**src/rtl/npc_predict_unit.sv**
```systemverilog
// Next-PC unit: owns the fetch PC, looks up a direct-mapped BTB with 2-bit
// counters, and redirects fetch on EX-stage mispredictions.
module npc_predict_unit #(
   parameter int               XLEN        = 32,
   parameter int               BTB_ENTRIES = 16,
   parameter logic [XLEN-1:0]  RESET_PC    = XLEN'(32'h0040_0000),
   parameter int               CNT_W       = 32
) (
   input  logic             clk,
   input  logic             rstn,
   input  logic             stall,
   output logic [XLEN-1:0]  pc,
   output logic             pred_taken,
   output logic [XLEN-1:0]  pred_target,
   input  logic             ex_valid,
   input  logic [XLEN-1:0]  ex_pc,
   input  logic             ex_is_branch,
   input  logic             ex_is_jump,
   input  logic             ex_taken,
   input  logic [XLEN-1:0]  ex_target,
   input  logic             ex_pred_taken,
   input  logic [XLEN-1:0]  ex_pred_target,
   output logic             flush,
   output logic [XLEN-1:0]  npc,
   output logic [CNT_W-1:0] br_cnt,
   output logic [CNT_W-1:0] miss_cnt
);

   localparam int IDX   = $clog2(BTB_ENTRIES);
   localparam int TAG_W = XLEN - IDX - 2;

   logic             btb_valid  [BTB_ENTRIES];
   logic [TAG_W-1:0] btb_tag    [BTB_ENTRIES];
   logic [XLEN-1:0]  btb_target [BTB_ENTRIES];
   logic [1:0]       btb_ctr    [BTB_ENTRIES];

   logic [IDX-1:0]   f_idx;
   logic [IDX-1:0]   e_idx;
   logic [TAG_W-1:0] f_tag;
   logic [TAG_W-1:0] e_tag;
   logic             f_hit;
   logic             e_hit;
   logic             is_ctl;
   logic             act_taken;
   logic             mispredict;

   assign f_idx = pc[IDX+1:2];
   assign f_tag = pc[XLEN-1:IDX+2];
   assign e_idx = ex_pc[IDX+1:2];
   assign e_tag = ex_pc[XLEN-1:IDX+2];

   assign f_hit       = btb_valid[f_idx] && (btb_tag[f_idx] == f_tag);
   assign e_hit       = btb_valid[e_idx] && (btb_tag[e_idx] == e_tag);
   assign pred_taken  = f_hit && btb_ctr[f_idx][1];
   assign pred_target = pred_taken ? btb_target[f_idx] : '0;

   // ex_valid qualifies every ex_* field for one cycle; there is no ready,
   // the resolution is consumed at the next edge unconditionally.
   assign is_ctl     = ex_is_branch | ex_is_jump;
   assign act_taken  = ex_is_jump | (ex_is_branch & ex_taken);
   assign mispredict = ex_valid & ((ex_pred_taken != act_taken) |
                                   (act_taken & (ex_pred_target != ex_target)));
   assign flush      = mispredict;

   // Redirect wins over stall so a squashed path never stays fetched.
   always_comb begin
      npc = pc + XLEN'(4);
      if (mispredict)
         npc = act_taken ? ex_target : ex_pc + XLEN'(4);
      else if (stall)
         npc = pc;
      else if (pred_taken)
         npc = pred_target;
   end

   always_ff @(posedge clk or negedge rstn) begin
      if (!rstn)
         pc <= RESET_PC;
      else
         pc <= npc;
   end

   always_ff @(posedge clk or negedge rstn) begin
      if (!rstn) begin
         for (int i = 0; i < BTB_ENTRIES; i++) begin
            btb_valid[i]  <= 1'b0;
            btb_tag[i]    <= '0;
            btb_target[i] <= '0;
            btb_ctr[i]    <= 2'd0;
         end
      end else if (ex_valid) begin
         if (is_ctl) begin
            if (e_hit) begin
               if (act_taken) begin
                  btb_target[e_idx] <= ex_target;
                  btb_ctr[e_idx]    <= (btb_ctr[e_idx] == 2'd3) ? 2'd3 : btb_ctr[e_idx] + 2'd1;
               end else begin
                  btb_ctr[e_idx]    <= (btb_ctr[e_idx] == 2'd0) ? 2'd0 : btb_ctr[e_idx] - 2'd1;
               end
            end else if (act_taken) begin
               btb_valid[e_idx]  <= 1'b1;
               btb_tag[e_idx]    <= e_tag;
               btb_target[e_idx] <= ex_target;
               btb_ctr[e_idx]    <= ex_is_jump ? 2'd3 : 2'd2;
            end
         end else if (e_hit && ex_pred_taken) begin
            // A non-control instruction aliased onto a taken entry: drop it.
            btb_valid[e_idx] <= 1'b0;
         end
      end
   end

   always_ff @(posedge clk or negedge rstn) begin
      if (!rstn) begin
         br_cnt   <= '0;
         miss_cnt <= '0;
      end else begin
         if (ex_valid && is_ctl)
            br_cnt <= br_cnt + CNT_W'(1);
         if (mispredict)
            miss_cnt <= miss_cnt + CNT_W'(1);
      end
   end

endmodule

```
**config.mk**
```make
export PLATFORM = sky130hd
export DESIGN_NAME = npc_predict_unit
export DESIGN_NICKNAME = d
export VERILOG_FILES = /design/src/rtl/npc_predict_unit.sv
export SDC_FILE = /design/constraint.sdc
export NUM_CORES = 2
export LEC_CHECK = 0
export CAP_MARGIN = 20
export CORE_MARGIN = 8
export CORE_UTILIZATION = 66
export DETAILED_ROUTE_END_ITERATION = 10
export HOLD_SLACK_MARGIN = 0.12
export MAX_ROUTING_LAYER = met4
export PLACE_DENSITY = 0.86
export SLEW_MARGIN = 20
export SYNTH_ARGS = -nofsm -noshare
export SYNTH_HDL_FRONTEND = slang
export SYNTH_SLANG_ARGS = --single-unit
```
**constraint.sdc**
```tcl
create_clock -name clk -period 11.7 [get_ports clk]
set_input_delay 1.17 -clock clk [delete_from_list [all_inputs] [get_ports clk]]
set_output_delay 1.17 -clock clk [all_outputs]
set_load 0.01 [all_outputs]
```
[After elaboration in Yosys (flattened, before gate mapping)]
Cells that the tools add are included.
Operators by class
  add/subtract/negate cells: 6
  $mul: 0
  div/mod/pow operators: 0
  order comparisons: 3
  equality and inequality tests: 7
  shifts and indexed selects: 0
  muxes and demuxes: 49
  bitwise operators: 12
  reductions and logical operators: 13
Operators with widths (count)
  $bwmux W512: 1
  $bwmux W416: 1
  $mux W32: 11
  $bmux W26 S4: 2
  $mux W26: 5
  $bmux W32 S4: 1
  $demux W32 S4: 1
  $demux W26 S4: 1
  $bwmux W32: 3
  $add A32 B1 Y32 const B: 2
  $add A32 B3 Y32 const B: 2
  $mux W16: 4
  $eq A26 B26 Y1: 2
  $ne A32 B32 Y1: 1
  $and A16 B16 Y16: 1
  $bmux W2 S4: 2
  $not A16 Y16: 1
  $or A16 B16 Y16: 1
  $mux W2: 7
  $ge A5 B5 Y1 const B: 2
  $not A4 Y5: 2
  $bmux W1 S4: 2
  $demux W2 S4: 1
  $reduce_and A4 Y1: 2
  other kinds (16): 32
Word-level totals
  register bits after elaboration: 1072
  latch bits: 0
  RAM bits: 0
  memory bits (read-only): 0
  bits of input ports: 104
  output and inout port bits: 162
  memories kept: 0

[Depth between registers and ports, before layout]
  word-level depth: 11
  depth in mapped cells: 16

[Worst setup path after synthesis]
OpenSTA, ideal clock, no wires.
  kind: input -> output
  start: input ex_pc[5]
  end: output npc[31]
  arrival: 3.834 ns
  required time: 10.530 ns
  path slack: 6.696 ns
  stages on the path: 11
  path buffers: 3
  cell sequence: buf_2 > buf_2 > buf_2 > nand2_1 > nor3_1 > nand4_1 > or3_1 > or3_1 > a311oi_1 > a41o_1 > a211o_1
Between the ends
  word-level cells in the longest chain between the ends: 3
Ends and longest elaborated chain
  from (decl): line 16  | input logic [XLEN-1:0] ex_pc,
  $add A32 B3 Y32: line 69  | npc = act_taken ? ex_target : ex_pc + XLEN'(4);
  $mux W32: line 69
  $mux W32: line 68  | if (mispredict)
  to (decl): line 24  | output logic [XLEN-1:0] npc,
Every way passes these cells.

[Worst setup path in the final report]
  start: register pc[3]
  end: output npc[11]
Between the ends
  word-level cells in the longest chain between the ends: 11
  elaborated cells on any way between the ends: 21
  those cells by class: add/sub (1); eq/ne (1); mux (16); bitwise (1); reduce/logical (2)
Ends and longest elaborated chain
  from (decl): line 12  | output logic [XLEN-1:0] pc,
  from (signal assigned): line 80  | pc <= npc;
  $not A4 Y5 (not written as such): line 52, 54, 55
  $bmux W26 S4: line 52  | assign f_hit = btb_valid[f_idx] && (btb_tag[f_idx] == f_tag);
  $mux W26 (not written as such) (2 in series): line 52
  $eq A26 B26 Y1: line 52
  $logic_and A1 B1 Y1: line 52
  $logic_and A1 B1 Y1: line 54  | assign pred_taken = f_hit && btb_ctr[f_idx][1];
  $mux W32: line 55  | assign pred_target = pred_taken ? btb_target[f_idx] : '0;
  $mux W32 (*): line 72  | else if (pred_taken)
  $mux W32 (*): line 70  | else if (stall)
  $mux W32 (*): line 68
Mark *: on every way between the ends. The rest lies on a longest branch, timed or not. The select of a mux whose other input is x is not followed.

==> metrics.md <==
| Metric | Value |
|---|---|
| Core Footprint | 84,900 µm² |
| Worst reg-to-reg setup slack | 5580 ps |
| Syn Inst Count | 4,028 |
| DRC | 0 |
| End point of the critical path | npc[11] |
| Share of layout cells above drive strength 1 | 39.7% |
| Flip-flop cell with the highest count after synthesis | sky130_fd_sc_hd__dfrtp_1 |
| Gr ovfl total | 0 |
| Number of buffers added to fix hold violations after cts | 0 |
| Final period util | 72.8% |
| Setup Crit Path Kind | flip-flop to primary output |
| Count of H-tree levels built during CTS | 3 |
| Die Width | 308 µm |
| Int Pwr | about 8.4 mW |
| Part of the power in the clock network | around 30% |
| Logic pwr share | 27.3% |
| Worst reg2reg path endpoint | pc[11]$_DFF_PN0_ |
| Placer's final routability congestion estimate | approximately 1.0 |
| Number of antenna violations at the first check in global routing | 10 |
| Critical path fanouts, max | 55 |
| Sum Neg Setup Slack | 0 ps |
| Ys async rst share | 100% |
| First-pass GRT wire length | 263 mm |
| Most frequent cells in the layout | sky130_fd_sc_hd__dfrtp_1, sky130_fd_sc_hd__mux2_2, sky130_fd_sc_hd__mux4_2 |
| Count of max-cap constraint violations | 0 |
| Number of endpoints failing setup at the final stage | 0 |
| Starting density of the core | between 60% and 70% |
| Total global routing track utilization | 38.3% |
| Post-route core utilization | 74.7% |
| Highest clock frequency the design can meet | between 100 and 150 MHz |
| Antenna viol nets, final | 0 |
| TritonCTS clock tree | yes |
| Filler Cell Count | 5,174 |
| Netlist cell types | 84 |
| Setup repair after global routing missed its margin | false |
| Fin cells | 5,373 |
| Maximum number of pins on one net before global-route repair | 192 |
| Worst setup path startpoint | pc[3]$_DFF_PN0_ |
| Clock Root Buffer | sky130_fd_sc_hd__clkbuf_16 |
| Clock transition at path regs | around 60 ps |
| Critical Path RT | 10,530 ps |
| Top-level I/O count | about 270 |
| Number of warning messages in the yosys log | 0 |
| Core Rows | 107 |
| Seq/Total Area, Yosys | 47.7% |
| CTS-repair resized insts | 0 |
| Final non-filler cell area | 63,400 µm² |
| Minimum clock period | 8520 ps |
| Status | completed |
| Clk sink count | 1,072 |
| Final Skew | 27.6 ps |
| Commonest non-fill, non-tap cell in the layout | sky130_fd_sc_hd__dfrtp_1 |
| Total clock buffers created by CTS | between 100 and 150 |
| Count of flip-flops with a built-in enable after synthesis | 0 |
| Total instance count after detailed placement | just over 5,000 |
| Fraction of power spent switching nets | between 30 and 40% |
| Power per standard cell area | around 190 nW/µm² |
| Switching power total | between 3 and 4 mW |
| Class of the worst hold path | input pin to asynchronous set/reset pin |
| Net count of the finished layout | ~4,200 |
| Synthesized Nets | between 4,000 and 5,000 |
| Routed len/inst | 32.7 µm |
| Total standard cell area after synthesis | 56,200 µm² |
| Final-layout worst hold slack | 457 ps |
| Crit Reg-Reg Startpoint | pc[3]$_DFF_PN0_ |
| Mean post-synth cell area | ~14 µm² |
| Vias | 38,300 |
| Nature of the critical path endpoint | primary output |
| Final hold vios | 0 |
| Worst-case headroom to the max-slew limit | 16.6% |
| Area enclosed by the die boundary | ~95,000 µm² |
| Drt via density | 7.14 |
| Drt first pass iters | 8 |
| Iter 0 DRT Violations | 4,737 |
| Critical path arrival | 7350 ps |
| Least-Margin Pin Slew | 1240 ps |
| Post-place instance area | 59,500 µm² |
| Slew Limit Fails | 0 |
| Total detailed-routing wirelength | 176 mm |
| Post-CTS setup buffers | 0 |
| Clock latency of the later-clocked register in the worst-skew pair | 700 ps |
| Number of buffer cells added on primary ports | 265 |
| Worst-case clock buffer depth | 3 |
| Standby leakage power | 27.2 nW |
| Critical Path Source Type | flip-flop |
| Reg power frac | 42.3% |
| HPWL after detailed placement | 109 mm |
| DIE HEIGHT | 308 µm |
| Peak supply drop | 165 µV |
| Synth Register Bits | 1,072 |
| Synthesis-to-finish area growth | 12.8% |
| Number of global-route vias before repair | slightly below 40,000 |
| Path depth of the worst reg2reg path | 11 |
==> worst min-delay path by stage <==
stage	start	endpoint	slack, ps
after detailed placement	br_cnt[31]$_DFFE_PN0P_	br_cnt[31]$_DFFE_PN0P_	460
final	rstn	btb_tag[162]$_DFFE_PN0P_	460
after global placement	br_cnt[31]$_DFFE_PN0P_	br_cnt[31]$_DFFE_PN0P_	460
after floorplan	flip-flop	flip-flop	470
after global routing	br_cnt[31]$_DFFE_PN0P_	br_cnt[31]$_DFFE_PN0P_	490
after CTS	br_cnt[31]$_DFFE_PN0P_	br_cnt[31]$_DFFE_PN0P_	470
==> cells in the mapped netlist, drive strengths merged (6+ instances only) <==
master / number / area, µm²
a211oi: 23 / 173
a21o: 13 / 97.6
a21oi: 46 / 230
a22o: 8 / 70.1
a22oi: 8 / 60.1
a2bb2oi: 12 / 105
a31oi: 26 / 163
and2: 39 / 245
and3: 49 / 307
and4: 11 / 96.3
buf: 169 / 961
clkbuf: 223 / 837
dfrtp: 1071 / 26800
ha: 7 / 87.6
inv: 34 / 128
mux2: 994 / 11500
mux2i: 121 / 1210
mux4: 355 / 8000
nand2: 150 / 563
nand2b: 6 / 37.5
nand3: 69 / 345
nand4: 34 / 213
nor2: 105 / 439
nor2b: 25 / 156
nor3: 35 / 180
nor4: 14 / 87.6
o211ai: 9 / 67.6
o21a: 7 / 52.6
o21ai: 49 / 249
o22ai: 18 / 113
o311a: 6 / 60.1
o31a: 20 / 175
or3: 10 / 62.6
xnor2: 129 / 1130
xor2: 53 / 464
==> through the flow <==
stage | setup slack, ps | power (mW)
floorplan | 6700 | 7.20
global route | 3120 | 12.5
global placement | 3780 | 8.24
CTS | 3490 | 12.1
detailed placement | 4110 | 8.37
finish | 3180 | 12.1
==> sequential cells by signal, summed over array words and instances (netlist names), named ones only <==
name	cells
miss_cnt	32
br_cnt	32
btb_target	512
btb_ctr	32
btb_tag	416
pc	32
==> cells by family (layout without fill, tap and decap cells) <==
logic type | Yosys count | in the layout | share of synthesized area (%)
AOI/OAI and AO/OA | 305 | 305 | 3.84
muxes | 1470 | 1470 | 36.9
other | 0 | 14 | 0
xor gates and xnor gates | 182 | 182 | 2.83
and+or+nand+nor | 564 | 564 | 5.13
DFF | 1072 | 1072 | 47.7
buffers and inverters | 428 | 615 | 3.44
adders and majority gates | 7 | 7 | 0.156
==> per-layer routing <==
| metal | up-vias | track usage (%) | wire [µm] |
|---|---|---|---|
| met5 | - | - | 0 |
| met4 | 0 | 17.3 | 9680 |
| met3 | 609 | 12.9 | 22900 |
| met2 | 2588 | 54.9 | 78700 |
| met1 | 19900 | 49.7 | 64600 |
| li1 | 15200 | - | - |
==> area by class of cell <==
| type | count | area (µm²) | area share, % |
|---|---|---|---|
| antenna | 14 | 35.0 | 0.0552 |
| timing repair buffer | 372 | 3520 | 5.55 |
| inverter | 36 | 136 | 0.215 |
| sequential | 1072 | 26800 | 42.3 |
| clock buffer | 166 | 3290 | 5.18 |
| multi-input combinational | 2528 | 27600 | 43.6 |
| clock inverter | 41 | 556 | 0.876 |
| tap | 1144 | 1430 | 2.26 |
==> worst max-delay path: stages, from the launching register on <==
cell	delay [ps]
sky130_fd_sc_hd__dfrtp_4	920
sky130_fd_sc_hd__buf_4	800
sky130_fd_sc_hd__mux4_2	590
sky130_fd_sc_hd__mux2i_1	280
sky130_fd_sc_hd__mux2_2	210
sky130_fd_sc_hd__nor2_1	50
sky130_fd_sc_hd__or4b_1	550
sky130_fd_sc_hd__nor4b_2	480
sky130_fd_sc_hd__nand3b_1	420
sky130_fd_sc_hd__buf_4	380
sky130_fd_sc_hd__mux2i_1	160
sky130_fd_sc_hd__o21ai_0	960
sky130_fd_sc_hd__clkdlybuf4s50_1	750
==> power by group through the flow <==
stage | logic, mW | clock network (mW) | registers (mW)
floorplan | 2.30 | 0 | 4.90
global placement | 3.14 | 0 | 5.10
detailed placement | 3.21 | 0 | 5.16
CTS | 3.24 | 3.71 | 5.11
global route | 3.45 | 3.86 | 5.23
finish | 3.31 | 3.69 | 5.14
(Power assumes the default switching activity.)
